`src/rtl/i2s_stereo_rx.sv`:
```
`timescale 1ns/1ps
`default_nettype none
// ============================================================================
// Module   : i2s_stereo_rx
// Purpose  : Stereo I2S / left-justified receiver. Delivers L/R pairs with a
//            one-cycle valid strobe and flags pairs with a mis-sized slot.
// Revision : 1.0 - initial release
// ============================================================================
module i2s_stereo_rx #(
  parameter int DATA_WIDTH = 24,
  parameter int SLOT_WIDTH = 32,
  parameter int MODE       = 0,
  parameter bit LEFT_LEVEL = 1'b0
) (
  input  logic                  bclk,
  input  logic                  reset,
  input  logic                  lrclk,
  input  logic                  sdata_in,
  output logic [DATA_WIDTH-1:0] o_left,
  output logic [DATA_WIDTH-1:0] o_right,
  output logic                  o_valid,
  output logic                  o_frame_err
);

  localparam int                 c_CNT_W    = 6;
  localparam logic [c_CNT_W-1:0] c_ONE      = c_CNT_W'(1);
  localparam logic [c_CNT_W-1:0] c_CNT_MAX  = c_CNT_W'(63);
  localparam logic [c_CNT_W-1:0] c_SLOT_LEN = c_CNT_W'(SLOT_WIDTH);
  localparam logic [c_CNT_W-1:0] c_DATA_LEN = c_CNT_W'(DATA_WIDTH);
  localparam logic [c_CNT_W-1:0] c_MSB_POS  = c_CNT_W'(DATA_WIDTH - 1);

  localparam logic [1:0] c_SYNC  = 2'd0;
  localparam logic [1:0] c_LEFT  = 2'd1;
  localparam logic [1:0] c_RIGHT = 2'd2;

  logic                  r_lrclk_d1;
  logic [c_CNT_W-1:0]    r_cnt;
  logic [1:0]            r_state;
  logic [1:0]            w_next_state;
  logic                  w_edge;
  logic                  w_enter_left;
  logic                  w_enter_right;
  logic                  w_len_bad;
  logic                  w_check_left;
  logic                  w_pair_ok;
  logic                  w_pair_err;
  logic                  r_left_err;
  logic                  r_pend_ok;
  logic                  r_pend_err;
  logic                  r_enter_right_d;
  logic [c_CNT_W-1:0]    w_k;
  logic                  w_cap_en;
  logic                  w_cap_left;
  logic                  w_cap;
  logic [DATA_WIDTH-1:0] w_bit_vec;
  logic [DATA_WIDTH-1:0] r_left_sr;
  logic [DATA_WIDTH-1:0] r_right_sr;
  logic [DATA_WIDTH-1:0] r_left_hold;

  assign w_edge        = (lrclk != r_lrclk_d1);
  assign w_enter_left  = w_edge && (lrclk == LEFT_LEVEL);
  assign w_enter_right = w_edge && (lrclk != LEFT_LEVEL);
  assign w_len_bad     = (r_cnt != c_SLOT_LEN);

  // In I2S the bit sampled on the edge still belongs to the slot that just
  // ended, so index and channel both lag by one bclk.
  generate
    if (MODE == 1) begin : g_left_justified
      assign w_k        = w_edge ? '0 : r_cnt;
      assign w_cap_en   = 1'b1;
      assign w_cap_left = (lrclk == LEFT_LEVEL);
    end else begin : g_i2s
      assign w_k        = r_cnt - c_ONE;
      assign w_cap_en   = (r_cnt != '0);
      assign w_cap_left = (r_lrclk_d1 == LEFT_LEVEL);
    end
  endgenerate

  assign w_cap     = w_cap_en && (w_k < c_DATA_LEN);
  assign w_bit_vec = {{(DATA_WIDTH-1){1'b0}}, sdata_in} << (c_MSB_POS - w_k);

  always_ff @(posedge bclk) begin
    if (reset) begin
      r_lrclk_d1 <= LEFT_LEVEL;
      r_cnt      <= '0;
    end else begin
      r_lrclk_d1 <= lrclk;
      if (w_edge)
        r_cnt <= c_ONE;
      else if (r_cnt != c_CNT_MAX)
        r_cnt <= r_cnt + c_ONE;
    end
  end

  // Bit 0 clears the register, so a short slot leaves its LSBs at zero.
  always_ff @(posedge bclk) begin
    if (reset) begin
      r_left_sr  <= '0;
      r_right_sr <= '0;
    end else if (w_cap) begin
      if (w_cap_left)
        r_left_sr <= (w_k == '0) ? w_bit_vec : (r_left_sr | w_bit_vec);
      else
        r_right_sr <= (w_k == '0) ? w_bit_vec : (r_right_sr | w_bit_vec);
    end
  end

  always_ff @(posedge bclk) begin
    if (reset)
      r_state <= c_SYNC;
    else
      r_state <= w_next_state;
  end

  always_comb begin
    w_next_state = r_state;
    case (r_state)
      c_SYNC:  if (w_enter_left)  w_next_state = c_LEFT;
      c_LEFT:  if (w_enter_right) w_next_state = c_RIGHT;
      c_RIGHT: if (w_enter_left)  w_next_state = c_LEFT;
      default: w_next_state = c_SYNC;
    endcase
  end

  always_comb begin
    w_check_left = 1'b0;
    w_pair_ok    = 1'b0;
    w_pair_err   = 1'b0;
    case (r_state)
      c_LEFT:  w_check_left = w_enter_right;
      c_RIGHT: begin
        if (w_enter_left) begin
          if (r_left_err || w_len_bad)
            w_pair_err = 1'b1;
          else
            w_pair_ok = 1'b1;
        end
      end
      default: ;
    endcase
  end

  // The left word is snapshotted one bclk into the right slot, after the
  // trailing I2S bit has landed and before the next left slot overwrites it.
  always_ff @(posedge bclk) begin
    if (reset) begin
      r_left_err      <= 1'b0;
      r_pend_ok       <= 1'b0;
      r_pend_err      <= 1'b0;
      r_enter_right_d <= 1'b0;
      r_left_hold     <= '0;
    end else begin
      if (w_check_left)
        r_left_err <= w_len_bad;
      r_pend_ok       <= w_pair_ok;
      r_pend_err      <= w_pair_err;
      r_enter_right_d <= w_enter_right;
      if (r_enter_right_d)
        r_left_hold <= r_left_sr;
    end
  end

  always_ff @(posedge bclk) begin
    if (reset) begin
      o_left      <= '0;
      o_right     <= '0;
      o_valid     <= 1'b0;
      o_frame_err <= 1'b0;
    end else begin
      o_valid     <= r_pend_ok;
      o_frame_err <= r_pend_err;
      if (r_pend_ok) begin
        o_left  <= r_left_hold;
        o_right <= r_right_sr;
      end
    end
  end

endmodule
`default_nettype wire

```
`config.mk`:
```
export PLATFORM = sky130hd
export DESIGN_NAME = i2s_stereo_rx
export DESIGN_NICKNAME = d
export VERILOG_FILES = /design/src/rtl/i2s_stereo_rx.sv
export SDC_FILE = /design/constraint.sdc
export NUM_CORES = 1
export LEC_CHECK = 0
export CAP_MARGIN = 25
export CELL_PAD_IN_SITES_DETAIL_PLACEMENT = 0
export CELL_PAD_IN_SITES_GLOBAL_PLACEMENT = 1
export CORE_ASPECT_RATIO = 0.6
export CORE_MARGIN = 2
export CORE_UTILIZATION = 44
export CTS_CLUSTER_SIZE = 14
export DETAILED_ROUTE_END_ITERATION = 6
export PLACE_DENSITY = 0.86
export SLEW_MARGIN = 10
export SYNTH_ARGS = -nofsm -noshare
export SYNTH_HDL_FRONTEND = slang
export SYNTH_SLANG_ARGS = --single-unit
```
`constraint.sdc`:
```
create_clock -name bclk -period 3.8 [get_ports bclk]
set_input_delay 0.38 -clock bclk [delete_from_list [all_inputs] [get_ports bclk]]
set_output_delay 0.38 -clock bclk [all_outputs]
set_load 0.005 [all_outputs]
```
==> results of run 1 <==
-- power breakdown --
| group | internal [mW] | leakage, nW | switching [mW] | total (mW) |
|---|---|---|---|---|
| clock network | 1.12 | 0.298 | 0.595 | 1.72 |
| registers | 1.42 | 1.09 | 0.0108 | 1.43 |
| logic | 0.0507 | 0.915 | 0.111 | 0.162 |
-- worst paths after layout --
| kind | startpoint | endpoint | cells past startpoint |
|---|---|---|---|
| worst max-delay path | r_cnt[1]$_SDFFE_PP0P_ | r_right_sr[2]$_SDFFE_PP0P_ | 10 |
| worst min register to register | r_pend_err$_SDFF_PP0_ | o_frame_err$_SDFF_PP0_ | 1 |
| worst min-delay path | r_pend_err$_SDFF_PP0_ | o_frame_err$_SDFF_PP0_ | 1 |
| worst max register to register | r_cnt[1]$_SDFFE_PP0P_ | r_right_sr[2]$_SDFFE_PP0P_ | 10 |
-- logic make-up (layout without fill, tap and decap cells) --
family                     Yosys count  in the layout  share of synthesized area (%)
AOI/OAI and AO/OA                   75             75                           12.2
DFF                                135            135                           52.9
buffers and inverters               36             97                           3.01
muxes                               74             74                           14.5
and+or+nand+nor                    140            140                           14.4
adders and majority gates            6              6                           1.47
xor gates and xnor gates             9              9                           1.54
-- critical path: stages, from the launching register on --
cell,delay [ns]
dfxtp_1,0.41
inv_1,0.15
ha_1,0.39
nand2_1,0.13
xnor2_1,0.15
ha_1,0.24
xor2_1,0.16
and3_1,0.22
o21ai_2,0.34
nor2_1,0.25
a32o_1,0.31
-- sequential cells by signal, summed over array words and instances (netlist names) --
register,cells
o_valid,1
r_pend_ok,1
r_left_hold,24
o_left,24
r_left_sr,24
r_enter_right_d,1
r_left_err,1
r_lrclk_d1,1
o_right,24
r_right_sr,24
o_frame_err,1
r_pend_err,1
r_state,2
r_cnt,6
-- cell usage after synthesis, types with 4 or more instances --
cell type  number
nand3_1         4
o2bb2ai_1       4
ha_1            6
xor2_1          4
mux2i_1        74
xnor2_1         5
inv_1           5
nor4_4          4
nor2b_1         4
nand2_1         7
nor3_1          5
buf_2           9
a21oi_1        10
dfxtp_1       135
clkbuf_1       15
and3_1          4
buf_1           5
nor2_1         92
a22o_1         32
a32o_1         12
-- stage by stage --
step                      instance area [sq um]  hold slack [ns]  util, %
after global routing                       6400            0.455     56.6
after detailed placement                   5750            0.422     50.9
after global placement                     5750            0.425     50.9
final                                      6400            0.435     56.6
after floorplan                            5110            0.414        -
after CTS                                  6380            0.440     56.5
-- area by class of cell --
type	count	area [sq um]	area share, %
Sequential cell	135	2700	42.3
Inverter	5	18.8	0.293
Multi-Input combinational cell	304	2250	35.2
Clock buffer	23	498	7.79
Tap cell	160	200	3.13
Clock inverter	9	138	2.15
Timing Repair Buffer	60	586	9.15
-- metal layers --
metal  vias to the layer above  share of wire (%)  global-route usage (%)
li1                       1798                  -                       -
met1                      1737                 53                    28.2
met2                        95                 41                    25.9
met3                         8                5.1                    4.89
met4                         0               0.73                    5.94
met5                         -                  0                       0
==> results.txt, run 1 <==
Post-CTS Resized = 0
Avg Inst Size Synth = 10.8 sq um
Min-Delay Path Class = reg -> reg
core box area = 0.0113 sq mm
H-tree depth = 4
GRT Util Overall = 18.7%
chip width = 143 microns
WL per Instance = 15.8 microns
Tot Pwr = 3.31 mW
CP max FO = 9
DRT Wirelength = 11.0 mm
Top FF cell, synth = dfxtp_1
Post-DP HPWL = 7.49 mm
clock skew = 0.00745 ns
NumNets Final = 533
DP Cell Count = 663
CTS root buf = clkbuf_16
commonest non-fill, non-tap cells in the layout = dfxtp_1, nor2_1, mux2i_1
DP Worst Slack = 1.00 ns
min Tclk post-route = 2.87 ns
Post-synth ARST share = 0%
leakage power = 2.30 nW
n_diodes = 0
Post-synth EDFFs = 0
final hold violations = 0
DRC marker count from the first detailed-route iteration = 243
die height = 87.5 microns
crit path launch type = register
I/O Pins = 54
Worst-Skew Late Latency = 0.40 ns
Vias per Instance = 5.23
die area = 0.0125 sq mm
Antenna Nets Post-Route = 0
Clock Sink Count = 135
row cnt = 30
leading cell type in the layout, fill and taps excluded = dfxtp_1
CP required = 4.09 ns
vias in the first global route = 3373
Pwr per Cell Area = 518 mW/mm^2
Worst setup EP type = register
FF+latch count, synth = 135
synth unique cells = 44
Worst Tran Pin Value = 0.984 ns
Final Cycle Share = 75.6%
Finish-stage setup viols = 0
synth top area cells = dfxtp_1, mux2i_1, nor2_1
yosys warns = 0
syn_nets = 485
Non-Filler Instances = 696
Setup Fix Bufs, Post-CTS = 0
post-route setup slack = 0.929 ns
mapped cell area = 0.00511 sq mm
max-cap check violation count = 0
crit path kind = reg -> reg
CTS Buf Count = 17
first-pass detailed-route iteration total = 7
RSZ-0062 raised after global routing = false
Seq/Total Area, Yosys = 52.9%
Residual DRC = 0
post-synth top area share = 52.9%
CTS tree = yes
GR Overflow Total = 0
pin count of the biggest net entering global routing = 51
gp weighted congestion = 0.823
Synth-to-Final Area Change = 25.2%
Slew Limit Fails = 0
input/output buffers = 53
CTS Buffer Depth = 2
Yosys top cell by area = dfxtp_1
Arr. time, crit path = 3.16 ns
Hold-fix buffers, CTS = 0
Peak Freq = 0.348 GHz
VDD IR max = 332 uV
slew margin rel. = 34.4%
initial antenna violation count = 0
TNS Setup = 0 ns
flop2flop setup slack = 0.93 ns
clock-pin slew on the worst setup and hold paths = 0.06 ns
DR vias = 3638
# fillers = 929
Mapped Cells = 475
Starting Density = 45.2%
status = finished clean
global-route wire length before repair = 18.0 mm
share of layout cells above drive strength 1 = 10.1%
(Power assumes the default switching activity.)
==> run 2: changes to the inputs <==
clock period = 2.9 ns   (was 3.8 ns; I/O delays follow)
==> results.txt, run 2 (synthesis results as in run 1) <==
cell mode on critical path = ha_1
Final Cycle Share = 92.0%
Hold-fix buffers, CTS = 0
sw power = 0.953 mW
CTS Buffer Depth = 2
DP Worst Slack = 0.128 ns
pin count of the biggest net entering global routing = 42
clock-pin slew on the worst setup and hold paths = 0.06 ns
power share of the combinational group = 5.2%
leading cell type in the layout, fill and taps excluded = dfxtp_1
max-cap check violation count = 0
Reg-to-Reg Start = r_cnt[1]$_SDFFE_PP0P_
CTS root buf = clkbuf_16
Min-Delay Path Class = in -> reg
VDD IR max = 464 uV
n_diodes = 0
gp weighted congestion = 0.870
Residual DRC = 0
global-route wire length before repair = 18.5 mm
Worst Hold Path EP = o_right[9]$_SDFFE_PP0P_
initial antenna violation count = 0
DR vias = 3673
H-tree depth = 4
clock skew = 0.00901 ns
Vias per Instance = 5.21
die area = 0.0125 sq mm
Post-DP HPWL = 7.68 mm
sw frac = 22.2%
Slew Limit Fails = 0
I/O Pins = 54
minimum hold slack = 0.368 ns
vias in the first global route = 3491
row cnt = 30
delay of the slowest cell on the worst path = 0.51 ns
chip width = 143 microns
die height = 87.5 microns
RSZ-0062 raised after global routing = false
TNS Setup = 0 ns
crit path launch type = register
share of layout cells above drive strength 1 = 11.7%
hold path depth = 2
Arr. time, crit path = 2.97 ns
status = finished clean
reg2reg path depth = 11
min Tclk post-route = 2.67 ns
Synth-to-Final Area Change = 26.4%
Pwr per Cell Area = 664 mW/mm^2
worst-path cell chain = inv_1 > ha_1 > nand2_1 > xnor2_1 > ha_1 > xor2_1 > and3_1 > o21ai_4 > nor4_4 > buf_4 > a32o_1
flop2flop setup slack = 0.23 ns
Worst-Skew Late Latency = 0.41 ns
GR Overflow Total = 0
worst path buffer plus inverter count = 2
Worst setup EP type = register
commonest non-fill, non-tap cells in the layout = dfxtp_1, nor2_1, mux2i_1
Area after DPL = 0.00580 sq mm
P_int = 3.33 mW
CP required = 3.21 ns
CTS tree = yes
DRC marker count from the first detailed-route iteration = 233
slew margin rel. = 49.0%
Flop pwr share = 43.7%
Worst Tran Pin Value = 0.763 ns
leakage power = 2.35 nW
reg2reg end = r_right_sr[4]$_SDFFE_PP0P_
post-route setup slack = 0.231 ns
delay-heaviest family, CP = adder cells
clock power share = 51.1%
GRT Util Overall = 19.3%
CP max stage cell = dfxtp_1
Finish-stage setup viols = 0
final hold violations = 0
CP max FO = 9
first-pass detailed-route iteration total = 4
DRT Wirelength = 11.3 mm
NumNets Final = 542
Peak Freq = 0.375 GHz
crit path kind = reg -> reg
Tot Pwr = 4.29 mW
input/output buffers = 53
hold path start = reset
WL per Instance = 16.0 microns
Antenna Nets Post-Route = 0
Clock Sink Count = 135
core box area = 0.0113 sq mm
Starting Density = 45.2%
Post-Layout Inst Area = 0.00646 sq mm
CTS Buf Count = 17
run 2: power groups by stage:
stage	combinational [mW]	sequential [mW]	clock, mW
final	0.222	1.87	2.19
after global routing	0.245	1.87	2.30
after CTS	0.211	1.87	2.22
after detailed placement	0.211	1.91	0
after global placement	0.210	1.91	0
after floorplan	0.164	1.91	0
run 2: worst register-to-register path, stage by stage (launching register included):
cell	delay, ns
dfxtp_1	0.51
inv_1	0.13
ha_1	0.30
nand2_1	0.11
xnor2_1	0.06
ha_1	0.25
xor2_1	0.17
and3_1	0.24
o21ai_4	0.26
nor4_4	0.08
buf_4	0.18
a32o_1	0.26
run 2: worst max path at each step:
| stage | startpoint | endpoint | slack [ns] | depth (start not counted) |
|---|---|---|---|---|
| 5_1_grt | r_cnt[1]$_SDFFE_PP0P_ | r_right_sr[0]$_SDFFE_PP0P_ | 0.02 | 11 |
| 2_1_floorplan | r_cnt[0]$_SDFFE_PP0P_ | r_right_sr[2]$_SDFFE_PP0P_ | 0.1 | 13 |
| 3_3_place_gp | r_cnt[0]$_SDFFE_PP0P_ | r_right_sr[4]$_SDFFE_PP0P_ | 0.21 | 10 |
| 4_1_cts | r_cnt[0]$_SDFFE_PP0P_ | r_left_sr[2]$_SDFFE_PP0P_ | 0.11 | 10 |
| 3_5_place_dp | r_cnt[0]$_SDFFE_PP0P_ | r_left_sr[2]$_SDFFE_PP0P_ | 0.13 | 10 |
| 6_report | r_cnt[1]$_SDFFE_PP0P_ | r_right_sr[4]$_SDFFE_PP0P_ | 0.23 | 11 |
run 2: layout make-up:
class	instances	area, sq um
clock buffers	21	460
clock inverters	11	146
fillers	956	4840
inverters	5	18.8
multi-input cells	304	2260
flip-flops and latches	135	2710
well taps	160	200
repair buffers	69	666
run 2: what timing repair did:
item,in CTS,in global routing
setup buffers,0,3
endpoints found under the setup margin,0,32
resized for setup,0,3
run 2: metrics by stage:
step | instances | util, %
after global placement | 668 | 51.3
after floorplan | 475 | -
after global routing | 705 | 57.2
final | 705 | 57.2
after detailed placement | 668 | 51.3
after CTS | 700 | 56.7
run 2: layer usage:
layer | global-route usage (%) | part of all wire (%) | vias up | wire [microns]
met5 | 0 | 0 | - | 0
met4 | 6.93 | 1.1 | 0 | 124
met2 | 27.8 | 42 | 82 | 4750
li1 | - | - | 1809 | -
met1 | 27.8 | 52 | 1771 | 5880
met3 | 5.11 | 4.9 | 11 | 553
==> run 3: changes to the inputs <==
GPL_TIMING_DRIVEN = 1   (was default)
TNS_END_PERCENT = 20   (was default)
==> results of run 3 <==
The final DEF is identical to that of run 2; final timing and power are the same.
